`src/rtl/uart_word_rx.sv`:
```
// 8N1 UART receiver that packs BYTES_PER_WORD bytes (LSB byte first) into a word
// and offers it to the cpu with a valid/ack handshake.
module uart_word_rx #(
  parameter int CLKS_PER_BIT   = 434,
  parameter int BYTES_PER_WORD = 4,
  parameter int TIMEOUT_BITS   = 40
) (
  input  logic                        clock,
  input  logic                        reset,
  input  logic                        rx,
  input  logic                        ack,
  output logic [8*BYTES_PER_WORD-1:0] data_out,
  output logic                        valid,
  output logic                        busy,
  output logic                        frame_err,
  output logic                        overrun
);

  localparam int TO_CYC = TIMEOUT_BITS * CLKS_PER_BIT;
  localparam int CW     = $clog2(TO_CYC + 1);
  localparam int IW     = (BYTES_PER_WORD > 1) ? $clog2(BYTES_PER_WORD) : 1;

  localparam logic [CW-1:0] HALF_END = CW'(CLKS_PER_BIT / 2 - 1);
  localparam logic [CW-1:0] BIT_END  = CW'(CLKS_PER_BIT - 1);
  localparam logic [CW-1:0] TO_END   = CW'(TO_CYC - 1);
  localparam logic [IW-1:0] LAST_IDX = IW'(BYTES_PER_WORD - 1);

  typedef enum logic [1:0] {IDLE, START, DATA, STOP} state_t;

  state_t                         state, state_nxt;
  logic                           rx_m, rx_s;
  logic [CW-1:0]                  cnt, tcnt;
  logic [2:0]                     bit_idx;
  logic [7:0]                     shreg;
  logic [IW-1:0]                  byte_idx;
  logic [BYTES_PER_WORD-1:0][7:0] wbuf;
  logic                           word_done;
  logic                           shift_en, stop_smp;

  always_ff @(posedge clock) begin
    if (reset) begin
      rx_m <= 1'b1;
      rx_s <= 1'b1;
    end else begin
      rx_m <= rx;
      rx_s <= rx_m;
    end
  end

  // cnt restarts on every state change and on each data bit boundary
  always_ff @(posedge clock) begin
    if (reset) begin
      state <= IDLE;
      cnt   <= '0;
    end else begin
      state <= state_nxt;
      if (state_nxt != state || shift_en || state == IDLE) cnt <= '0;
      else                                                  cnt <= cnt + CW'(1);
    end
  end

  always_comb begin
    state_nxt = state;
    shift_en  = 1'b0;
    stop_smp  = 1'b0;
    case (state)
      IDLE:  if (!rx_s) state_nxt = START;
      START: if (cnt == HALF_END) state_nxt = rx_s ? IDLE : DATA;
      DATA:  if (cnt == BIT_END) begin
               shift_en = 1'b1;
               if (bit_idx == 3'd7) state_nxt = STOP;
             end
      STOP:  if (cnt == BIT_END) begin
               stop_smp  = 1'b1;
               state_nxt = IDLE;
             end
      default: state_nxt = IDLE;
    endcase
  end

  assign busy = (state != IDLE);

  always_ff @(posedge clock) begin
    if (reset) begin
      bit_idx   <= '0;
      shreg     <= '0;
      byte_idx  <= '0;
      wbuf      <= '0;
      word_done <= 1'b0;
      tcnt      <= '0;
      data_out  <= '0;
      valid     <= 1'b0;
      frame_err <= 1'b0;
      overrun   <= 1'b0;
    end else begin
      frame_err <= 1'b0;
      overrun   <= 1'b0;
      word_done <= 1'b0;

      if (state == START && state_nxt == DATA) bit_idx <= '0;
      if (shift_en) begin
        shreg   <= {rx_s, shreg[7:1]};
        bit_idx <= bit_idx + 3'd1;
      end

      if (stop_smp) begin
        if (rx_s) begin
          wbuf[byte_idx] <= shreg;
          if (byte_idx == LAST_IDX) begin
            byte_idx  <= '0;
            word_done <= 1'b1;
          end else begin
            byte_idx <= byte_idx + IW'(1);
          end
        end else begin
          frame_err <= 1'b1;
          byte_idx  <= '0;
        end
      end

      // A partial word left idle too long is silently abandoned
      if (state == IDLE && byte_idx != '0) begin
        if (tcnt == TO_END) begin
          tcnt     <= '0;
          byte_idx <= '0;
        end else begin
          tcnt <= tcnt + CW'(1);
        end
      end else begin
        tcnt <= '0;
      end

      if (valid && ack) valid <= 1'b0;
      if (word_done) begin
        if (!valid || ack) begin
          data_out <= wbuf;
          valid    <= 1'b1;
        end else begin
          overrun <= 1'b1;
        end
      end
    end
  end

endmodule

```
`config.mk`:
```
export PLATFORM = sky130hd
export DESIGN_NAME = uart_word_rx
export DESIGN_NICKNAME = d
export VERILOG_FILES = /design/src/rtl/uart_word_rx.sv
export SDC_FILE = /design/constraint.sdc
export NUM_CORES = 1
export LEC_CHECK = 0
export ABC_AREA = 1
export BUFFER_PORTS_ARGS = -buffer_cell sky130_fd_sc_hd__buf_2
export CAP_MARGIN = 40
export CORE_MARGIN = 1
export CORE_UTILIZATION = 36
export CTS_CLUSTER_DIAMETER = 100
export DETAILED_ROUTE_END_ITERATION = 7
export PLACE_DENSITY_LB_ADDON = 0.3
export SYNTH_ARGS = -nofsm -noshare
export SYNTH_HDL_FRONTEND = slang
export SYNTH_SLANG_ARGS = --single-unit
```
`constraint.sdc`:
```
create_clock -name clock -period 1.9 [get_ports clock]
set_input_delay 0 -clock clock [delete_from_list [all_inputs] [get_ports clock]]
set_output_delay 0 -clock clock [all_outputs]
set_load 0.1 [all_outputs]
```
; Yosys cells after proc, flatten, opt, wreduce, memory -nomap -nowiden
; Cells that the tools add are included.
; W data, S select, Z words.
[classes]
add_sub_neg = 4
mux = 26
n_eq_ne = 10
n_reduce_logical = 19
magnitude_cmp = 2
bitwise = 4
[op_table]
columns = operator, n
row1 = $bwmux W32, 1
row2 = $add A15 B1 Y15 const B, 2
row3 = $mux W2, 11
row4 = $demux W8 S2, 1
row5 = $eq A15 B15 Y1 const B, 1
row6 = $eq A15 B8 Y1 const B, 1
row7 = $eq A15 B9 Y1 const B, 1
row8 = $mux W1, 9
row9 = $eq A2 B2 Y1 const B, 4
row10 = $mux W8, 1
row11 = $pmux W2 S4, 1
row12 = $mux W3, 2
row13 = $reduce_bool A2 Y1, 3
row14 = $reduce_or A2 Y1, 3
row15 = $reduce_or A3 Y1, 2
row16 = $logic_and A1 B1 Y1, 4
row17 = $not A1 Y1, 4
row18 = $reduce_and A2 Y1, 2
row19 = $add A3 B1 Y3 const B, 1
row20 = $eq A3 B3 Y1 const B, 1
row21 = $logic_or A1 B1 Y1, 3
row22 = $lt A2 B3 Y1 const B, 1
row23 = $add A2 B1 Y2 const B, 1
row24 = $eq A2 B1 Y1 const B, 1
row25 = 4 further kinds, 4
[word_totals]
inputBits = 4
word_cells = 82
register_bits = 115

; Depth between registers and ports, before layout
; Gate-level depths: netlist of run 1.
[depth]
word_depth = 8
mapped_depth = 10

; Worst setup path before layout of run 1
; No wires, ideal clock.
[synth_path]
path_type = flip-flop to flip-flop
from = register state[1]
to = register tcnt[11]
stages_incl_launch_ff = 7
path_buffers = 1
synth_period_minus_slack_ps = 1934
path_slack_ps = -34
t_required_ps = 1830
t_arrival_ps = 1864
cell_sequence = dfxtp_1 -> inv_1 -> nand2_1 -> nor2_1 -> nand3_1 -> buf_2 -> a21oi_1
[synth_between]
elab_chain_len = 4
[synth_rtl]
columns = item, line_no
row1 = start: declaration, 30  ; state_t state, state_nxt;
row2 = start signal: assignment, 56  ; state <= state_nxt;
row3 = $logic_not A2 Y1, 122  ; if (state == IDLE && byte_idx != '0) begin
row4 = $logic_and A1 B1 Y1, 122
row5 = $not A1 Y1 (no source line), n/a
row6 = $reduce_or A3 Y1 (no source line), n/a
row7 = end signal: assignment, 127  ; tcnt <= tcnt + CW'(1);
row8 = end: declaration, 32  ; logic [CW-1:0] cnt, tcnt;
; Every way passes these cells.
; A chain may end at the register's enable or synchronous reset.

; Final worst setup path of run 1
[layout_path]
from = register cnt[0]
to = register cnt[14]
[layout_between]
elab_chain_len = 7
[layout_rtl]
columns = item, line_no
row1 = start: declaration, 32
row2 = start signal: assignment, 58  ; else cnt <= cnt + CW'(1);
row3 = $eq A15 B9 Y1 or $eq A15 B8 Y1 (tied branches), "69, 73, 68"
row4 = $mux W2 (on tied branches), "73, 68, 69"
row5 = $pmux W2 S4, 66  ; case (state)
row6 = $ne A2 B2 Y1, 57  ; if (state_nxt != state || shift_en || state == IDLE) cnt <= '0;
row7 = $logic_or A1 B1 Y1 (2 in series), 57
row8 = $reduce_or A2 Y1 (no source line), n/a
; Parallel ways exist; a longest one is shown, timed or not.

==> qor.yml, run 1 <==
run_status:
  outcome: "finished clean"
pwr:
  power_leakage_uw: 0.00225
  power_density_mw_per_mm2: 1000
  power_uw: 5860
  peakVddDrop_uv: 615
grt:
  grt_use_met1_pct: 17.8
  grt_max_degree: 34
  antenna_found_initial: 0
  grt_pass1_vias: 3909
  overflow: 0
  top_usage_layer: "met2"
  use_met2_pct: 26.2
  grt_use_total_pct: 15.7
  grt_first_pass_wirelength_mm: 17.5
  use_met3_pct: 4.41
floorplanning:
  die_area_mm2: 0.0139
  core_mm2: 0.0128
  rows: 41
  pin_count: 40
  die_h_um: 118
  dieWidth_um: 118
  start_util_pct: 37.6
sta:
  fmax_mhz: 604
  rsz0062_at_grt: "no"
  slew_headroom_pct: 66.2
  fin_crit_sh_pct: 87.1
  final.setup_skew_ns: 0.00742
  worst_pin_slew_ns: 0.511
  setup_viol: 0
  finalSetupTns_ns: 0
  period_needed_ns: 1.65
  hold_viol: 0
  drv_slew: 0
route:
  wl_per_cell_um: 11.5
  drt_first_pass_iters: 4
  route.detailed.drc: 0
  dr_total_vias: 4114
  ant_nets: 0
  drt_iter0_drc: 253
  wl_mm: 9.94
  vias_per_cell: 4.74
synthesis:
  synth_ff_type: "dfxtp_1"
  synth_top_family_by_area: "simple AND/OR/NAND/NOR gates"
  synth_edf_count: 0
  yosys.area_share.simple_pct: 29.8
  synth_compound_area_share_pct: 9.71
  synth_seq_cells: 115
  synth_top_area_share_pct: 47.8
  syn_area_per_cell_um2: 7.54
  async_flop_share_pct: 0
  yosysSeqAreaShare_pct: 47.8
  synth_cell_types: 28
  synthAdderAreaFrac_pct: 2.60
  yosysTopAreaCell: "dfxtp_1"
  synthXorXnorAreaFrac_pct: 2.91
  syn_area_mm2: 0.00482
  syn-num-nets: 653
  synth_area_leaders: "dfxtp_1 48%, nor2_1 10%, nand2_1 7.0%"
  yosysWarnings: 0
  muxShareOfSynthArea_pct: 0
  syn_inst: 639
clock_tree:
  cts_tree: "yes"
  cts-root-buf: "clkbuf_16"
  htree_levels: 4
  clk_pin_slew_worst_paths_ns: 0.05
  clock_sinks: 115
  cts_buffers: 17
  clockBufferDepth: 2
  clk_latency_ns: 0.41
layout:
  syn_to_final_growth_pct: 21.4
  drive_above_1_share_pct: 14.2
  layout_commonest_cell: "nor2_1"
  final_cell_mix: "133 x nor2_1, 115 x dfxtp_1, 89 x nand2_1"
  multi_input_area_mm2: 0.00217
  fill_cells: 1287
  finalNetCount: 697
  register_area_mm2: 0.00230
  finalInstanceArea_mm2: 0.00585
  diodes: 0
min_path:
  hold_path_class: "input pin to flop"
placed_design:
  io_buffers: 39
  gp_congestion: 0.893
  hpwl_mm: 7.00
  place_area_mm2: 0.00519
worst_setup_path:
  crit_top_cell: "nor2_1"
  arrival_ns: 1.99
  path_cells: "ha_1, nand3_1, nor2_1, nand3b_1, nor2_1, xor2_1, inv_1, nor2_1"
  crit_fanout: 5
  critPathMaxStageDelay_ns: 0.40
  endpoint_kind: "flop"
  slowest_stage: "dfxtp_1"
  required_ns: 2.24
  start_kind: "flop"
  crit_type: "flop to flop"
flow_run:
  max_cap_viol_count: 0
## cell families after synthesis
group / after synthesis
simple gates: 322
fa+ha+maj: 10
flops: 115
compound gates: 93
xor+xnor: 16
buf+inv: 83
## synth_stat cells, types with 4 or more instances
master / count
inv_1: 53
o21ai_0: 44
nand2_1: 90
dfxtp_1: 115
nand3_1: 34
clkbuf_1: 17
ha_1: 10
nand4_1: 40
buf_6: 4
buf_2: 4
buf_1: 4
a21oi_1: 48
nor2_1: 133
nor3_1: 7
xor2_1: 14
## final cells by class
class	instances	area share (%)
inverter	53	3.40
timing repair buffer	55	5.68
tap	172	3.68
sequential	115	39.3
clock buffer	19	7.74
clock inverter	13	3.10
multi-input combinational	441	37.1
## critical path: cells and delay by family (launching register included)
kind	cells	cell delay, ns
AND/OR/NAND/NOR	5	0.76
flip-flops	1	0.40
adder cells (fa/ha/maj)	1	0.22
XOR/XNOR	1	0.15
buffers and inverters	1	0.05
## final timing paths
check / slack [ns] / depth (start not counted) / to / from
max: 0.25 / 8 / cnt[14]$_SDFF_PP0_ / cnt[0]$_SDFF_PP0_
min: 0.03 / 2 / wbuf[7]$_SDFFE_PP0P_ / reset
min reg2reg: 0.43 / 1 / rx_s$_SDFF_PP1_ / rx_m$_SDFF_PP1_
max reg2reg: 0.25 / 8 / cnt[14]$_SDFF_PP0_ / cnt[0]$_SDFF_PP0_
## routing by layer
metal | share of wire (%) | up-vias
met3 | 4.0 | 16
li1 | - | 2180
met4 | 1.9 | 0
met5 | 0 | -
met1 | 45 | 1851
met2 | 49 | 67
## report_power, final
| group | internal [uW] | total, uW | switching, uW |
|---|---|---|---|
| Clock | 2260 | 3350 | 1090 |
| Combinational | 26.1 | 94.2 | 68.1 |
| Sequential | 2420 | 2420 | 3.43 |
| Total | 4700 | 5860 | 1160 |
## flip-flops by register name, summed over array words and instances (netlist names), 2 cells and up
signal	cells
shreg	8
cnt	15
byte_idx	2
tcnt	15
wbuf	32
data_out	32
bit_idx	3
state	2
## repair_timing
| item | CTS | global route |
|---|---|---|
| endpoints found under the hold margin | 3 | 0 |
| hold buffers | 2 | 0 |
| resized for setup | 0 | 1 |
| buffers inserted | 0 | 1 |
| endpoints found under the setup margin | 0 | 9 |
## per-stage QoR
stage / hold slack [ns] / cells / setup slack, ns / util (%)
after floorplan: 0.104 / 639 / 0.0722 / -
after global placement: 0.203 / 833 / 0.294 / 40.5
after detailed placement: 0.204 / 833 / 0.208 / 40.5
after CTS: 0.00255 / 867 / 0.188 / 45.6
after global routing: 0.0367 / 868 / 0.0337 / 45.6
final: 0.0256 / 868 / 0.245 / 45.6
(Power assumes the default switching activity.)
==> inputs of run 2 (changes only) <==
Settings changed: RECOVER_POWER set to 50.
==> run 2 against run 1 <==
Cell count stayed put. Register-to-register slack about the same. Clock-buffer cell count stayed put. Design area down 0.88%. First-iteration DRC count rose by 1.2%. Routed wire length up 0.27%. Sequential share of layout area increased by 0.35 points. Via count about the same. Critical path depth did not move. Power barely moved. Non-clock buffer count unchanged. Fmax hardly changed. Largest power group unchanged.
==> qor.yml, run 2 (synthesized netlist as in run 1, its figures left out) <==
grt:
  grt_first_pass_wirelength_mm: 17.5  # unchanged
  grt_pass1_vias: 3909  # unchanged
  grt_max_degree: 34  # unchanged
  grt_use_total_pct: 15.7  # unchanged
  overflow: 0  # unchanged
  antenna_found_initial: 0  # unchanged
route:
  route.detailed.drc: 0  # unchanged
  drt_first_pass_iters: 4  # unchanged
  vias_per_cell: 4.74  # about the same
  wl_mm: 9.97  # +0.27%
  drt_iter0_drc: 256  # +1.2%
  wl_per_cell_um: 11.5  # +0.27%
  dr_total_vias: 4116  # +0.049%
  ant_nets: 0  # unchanged
floorplanning:
  dieWidth_um: 118  # unchanged
  die_area_mm2: 0.0139  # unchanged
  die_h_um: 118  # unchanged
  pin_count: 40  # unchanged
  rows: 41  # unchanged
  start_util_pct: 37.6  # unchanged
  core_mm2: 0.0128  # unchanged
clock_tree:
  clockBufferDepth: 2  # unchanged
  clk_pin_slew_worst_paths_ns: 0.05  # about the same
  htree_levels: 4  # unchanged
  clk_latency_ns: 0.41  # about the same
  clock_sinks: 115  # unchanged
  cts_buffers: 17  # unchanged
  cts-root-buf: "clkbuf_16"
  cts_tree: "yes"
layout:
  finalInstanceArea_mm2: 0.00580  # -0.88%
  stdcell_count: 868  # unchanged
  finalNetCount: 697  # unchanged
  diodes: 0  # unchanged
  syn_to_final_growth_pct: 20.4
  layout_commonest_cell: "nor2_1"
  drive_above_1_share_pct: 9.20  # -5.0 points
  fill_cells: 1303  # +1.2%
  final_cell_mix: "133 x nor2_1, 115 x dfxtp_1, 89 x nand2_1"
  top_regs: "data_out (32), wbuf (32)"
pwr:
  power_uw: 5860  # about the same
  clock_power_share_pct: 57.1  # about the same
  peakVddDrop_uv: 615  # about the same
  p_sw_share_pct: 19.8  # about the same
  seqPwrFrac_pct: 41.3  # about the same
  power_density_mw_per_mm2: 1010  # +0.88%
  p_comb_share_pct: 1.6  # about the same
  power_leakage_uw: 0.00209  # -7.0%
  power.internal_uw: 4700  # about the same
  p_sw_uw: 1160  # about the same
sta:
  setup_viol: 0  # unchanged
  drv_slew: 0  # unchanged
  period_needed_ns: 1.65  # +0.0000770 ns
  slew_headroom_pct: 22.5  # -44 points
  worst_pin_slew_ns: 1.17  # +0.657 ns
  finalSetupTns_ns: 0  # unchanged
  hold_ws_ns: 0.0215  # -0.00411 ns
  fin_crit_sh_pct: 87.1  # about the same
  fmax_mhz: 604  # about the same
  hold_viol: 0  # unchanged
  final.setup_skew_ns: 0.00748  # +0.0000689 ns
  rsz0062_at_grt: "no"
worst_setup_path:
  critPathMaxStageDelay_ns: 0.40  # about the same
  crit_fanout: 5  # unchanged
  crit_type: "flop to flop"
  start_kind: "flop"
  arrival_ns: 1.99  # about the same
  crit_top_cell: "nor2_1"
  endpoint_kind: "flop"
  slowest_stage: "dfxtp_1"
  path_cells: "ha_1, nand3_1, nor2_1, nand3b_1, nor2_1, xor2_1, inv_1, nor2_1"
  required_ns: 2.24  # about the same
flow_run:
  max_cap_viol_count: 0  # unchanged
placed_design:
  hpwl_mm: 7.00  # unchanged
  place_area_mm2: 0.00519  # unchanged
  gp_congestion: 0.893  # unchanged
  io_buffers: 39  # unchanged
  dp.cells: 833  # unchanged
min_path:
  hold_path_class: "input pin to flop"
run_status:
  outcome: "finished clean"
[run 2: stage by stage]
| stage | utilization (%) | worst slack (ns) |
|---|---|---|
| finish | 45.2 | 0.245 |
| global route | 45.2 | 0.0337 |
| CTS | 45.6 | 0.188 |
| detailed placement | 40.5 | 0.208 |
| global placement | 40.5 | 0.294 |
| floorplan | - | 0.0722 |
[run 2: layout make-up]
class / instances / area (um^2) / area share [%]
sequential: 115 / 2300 / 39.7
inverter: 53 / 199 / 3.43
clock inverter: 13 / 181 / 3.13
multi-input combinational: 441 / 2170 / 37.4
timing repair buffer: 55 / 282 / 4.85
tap: 172 / 215 / 3.71
clock buffer: 19 / 453 / 7.81
[run 2: critical path: cells and delay by family (launching register included)]
family / cells / cell delay [ns]
XOR/XNOR: 1 / 0.15
AND/OR/NAND/NOR: 5 / 0.76
flip-flops: 1 / 0.40
buffers and inverters: 1 / 0.05
adder cells (fa/ha/maj): 1 / 0.22
[run 2: timing repair]
action | CTS | global route
hold endpoints to repair | 3 | 0
setup buffers | 0 | 1
resized for setup | 0 | 1
hold buffers | 2 | 0
setup endpoints to repair | 0 | 9
[run 2: layer usage]
layer | GRT usage, % | vias to the layer above | wire (um)
met5 | 0 | - | 0
met4 | 9.13 | 0 | 188
met3 | 4.41 | 16 | 435
met2 | 26.2 | 66 | 4840
met1 | 17.8 | 1852 | 4500
li1 | - | 2182 | -
[run 2: power by group through the flow]
stage | combinational (uW) | sequential (uW) | clock (uW)
2_1_floorplan | 71.6 | 2470 | 0
3_3_place_gp | 91.1 | 2470 | 0
3_5_place_dp | 92.4 | 2470 | 0
4_1_cts | 96.1 | 2420 | 3420
5_1_grt | 108 | 2420 | 3550
6_report | 94.1 | 2420 | 3350
[run 2: worst paths after layout]
kind | startpoint | end | slack [ns] | cells after the start
hold / removal | reset | wbuf[7]$_SDFFE_PP0P_ | 0.02 | 2
hold reg to reg | rx_m$_SDFF_PP1_ | rx_s$_SDFF_PP1_ | 0.43 | 1
setup reg to reg | cnt[0]$_SDFF_PP0_ | cnt[14]$_SDFF_PP0_ | 0.25 | 8
setup / recovery | cnt[0]$_SDFF_PP0_ | cnt[14]$_SDFF_PP0_ | 0.25 | 8
==> inputs of run 3 (changes only) <==
Settings changed: CAP_MARGIN 40 to 20, RECOVER_POWER 50 to 100.
==> run 3 against run 2 <==
Register-to-register slack is essentially flat. Die area stayed put. Design area decreased by 0.37%. Routed wire length grew 0.40%. Combinational power up 0.7%. Cell count unchanged. Sequential share of layout area grew 0.15 points. Setup slack improved by 0.0012 ns. First-iteration DRC count up 1.6%. Global-route usage unchanged. Via count shrank 0.49%. Sequential power barely moved.
==> qor.yml, run 3 (synthesized netlist as in run 1, its figures left out) <==
grt:
  grt_max_degree: 34  # unchanged
  grt_use_total_pct: 15.7  # unchanged
  grt_first_pass_wirelength_mm: 17.5  # unchanged
  top_usage_layer: "met2"
  overflow: 0  # unchanged
  grt_pass1_vias: 3909  # unchanged
  antenna_found_initial: 0  # unchanged
  grt_use_met1_pct: 17.8  # unchanged
  use_met2_pct: 26.2  # unchanged
  use_met3_pct: 4.41  # unchanged
layout:
  layout_commonest_cell: "nor2_1"
  final_cell_mix: "133 x nor2_1, 115 x dfxtp_1, 89 x nand2_1"
  stdcell_count: 868  # unchanged
  finalNetCount: 697  # unchanged
  syn_to_final_growth_pct: 19.9
  top_regs: "data_out (32), wbuf (32)"
  diodes: 0  # unchanged
  post-route-util_pct: 45.1  # -0.17 points
  drive_above_1_share_pct: 9.20  # unchanged
  finalInstanceArea_mm2: 0.00578  # -0.37%
route:
  dr_total_vias: 4096  # -0.49%
  ant_nets: 0  # unchanged
  wl_mm: 10.0  # +0.40%
  drt_iter0_drc: 260  # +1.6%
  drt_first_pass_iters: 4  # unchanged
  wl_per_cell_um: 11.5  # +0.40%
  vias_per_cell: 4.72  # -0.49%
  route.detailed.drc: 0  # unchanged
sta:
  hold_ws_ns: 0.0274  # +0.00593 ns
  fmax_mhz: 605  # about the same
  worst_pin_slew_ns: 1.17  # unchanged
  fin_crit_sh_pct: 87.0  # about the same
  slew_headroom_pct: 22.5  # unchanged
  rsz0062_at_grt: "no"
  drv_slew: 0  # unchanged
  finalSetupTns_ns: 0  # unchanged
  period_needed_ns: 1.65  # -0.00118 ns
  setup_viol: 0  # unchanged
  final.setup_skew_ns: 0.0111  # +0.00363 ns
  hold_viol: 0  # unchanged
run_status:
  outcome: "finished clean"
pwr:
  peakVddDrop_uv: 609  # -1.1%
  power_density_mw_per_mm2: 1010  # +0.29%
  power_leakage_uw: 0.00209  # -0.24%
worst_setup_path:
  crit_top_cell: "nor2_1"
  cp_num_cells: 8  # unchanged
  slowest_stage: "dfxtp_1"
  start_kind: "flop"
  required_ns: 2.23  # about the same
  critical-path-top-delay-family: "simple AND/OR/NAND/NOR gates"
  crit_fanout: 5  # unchanged
  r2r_cells: 8  # unchanged
  path_cells: "ha_1, nand3_1, nor2_1, nand3b_1, nor2_1, xor2_1, inv_1, nor2_1"
  critical_path_buf_inv_count: 1  # unchanged
  crit_type: "flop to flop"
  arrival_ns: 1.99  # about the same
  critPathMaxStageDelay_ns: 0.40  # about the same
  endpoint_kind: "flop"
clock_tree:
  cts_buffers: 17  # unchanged
  clk_pin_slew_worst_paths_ns: 0.05  # about the same
  clock_sinks: 115  # unchanged
  htree_levels: 4  # unchanged
  clk_latency_ns: 0.41  # about the same
  cts-root-buf: "clkbuf_16"
  clockBufferDepth: 2  # unchanged
  cts_tree: "yes"
placed_design:
  dp.cells: 833  # unchanged
  io_buffers: 39  # unchanged
  gp_congestion: 0.893  # unchanged
  place_area_mm2: 0.00519  # unchanged
  hpwl_mm: 7.00  # unchanged
min_path:
  hold_path_class: "input pin to flop"
  min_path_cells: 2  # unchanged
floorplanning:
  start_util_pct: 37.6  # unchanged
  die_area_mm2: 0.0139  # unchanged
  die_h_um: 118  # unchanged
  core_mm2: 0.0128  # unchanged
  pin_count: 40  # unchanged
  rows: 41  # unchanged
  dieWidth_um: 118  # unchanged
flow_run:
  max_cap_viol_count: 0  # unchanged
run 3: cell types whose count changed in the layout (fill, tap and decap cells not counted), sizes merged:
cell	previous run	this run
clkbuf	57	63
buf	15	9
run 3: report_power, final:
part           leakage [uW]  internal (uW)  switching, uW
Sequential         0.000926           2420           3.42
Combinational      0.000864           26.1           68.7
Clock              0.000297           2260           1090
run 3: metrics by stage:
step | power [uW] | worst slack [ns]
after floorplan | 2540 | 0.0722
after global placement | 2560 | 0.294
after detailed placement | 2560 | 0.208
after CTS | 5940 | 0.188
after global routing | 6080 | 0.0290
final | 5860 | 0.247
run 3: repair_timing:
item / CTS / global route
resized for setup: 0 / 1
setup endpoints to repair: 0 / 9
hold buffers: 2 / 0
hold endpoints to repair: 3 / 0
buffers inserted: 0 / 1
run 3: final cells by class:
type	instances	area, um^2
fillers	1307	7040
flip-flops and latches	115	2300
multi-input cells	441	2170
clock buffers	19	453
repair buffers	55	260
well taps	172	215
inverters	53	199
clock inverters	13	181
run 3: path summary, 6_finish.rpt:
check                                  startpoint                   end  slack [ns]
worst max-delay path            cnt[0]$_SDFF_PP0_    cnt[14]$_SDFF_PP0_        0.25
worst min-delay path                        reset  wbuf[4]$_SDFFE_PP0P_        0.03
worst max register to register  cnt[0]$_SDFF_PP0_    cnt[14]$_SDFF_PP0_        0.25
worst min register to register    rx_m$_SDFF_PP1_       rx_s$_SDFF_PP1_        0.43
run 3: per-layer routing:
metal	vias to the layer above	part of all wire, %
li1	2181	-
met1	1846	46
met2	59	49
met3	10	4.0
met4	0	1.2
met5	-	0
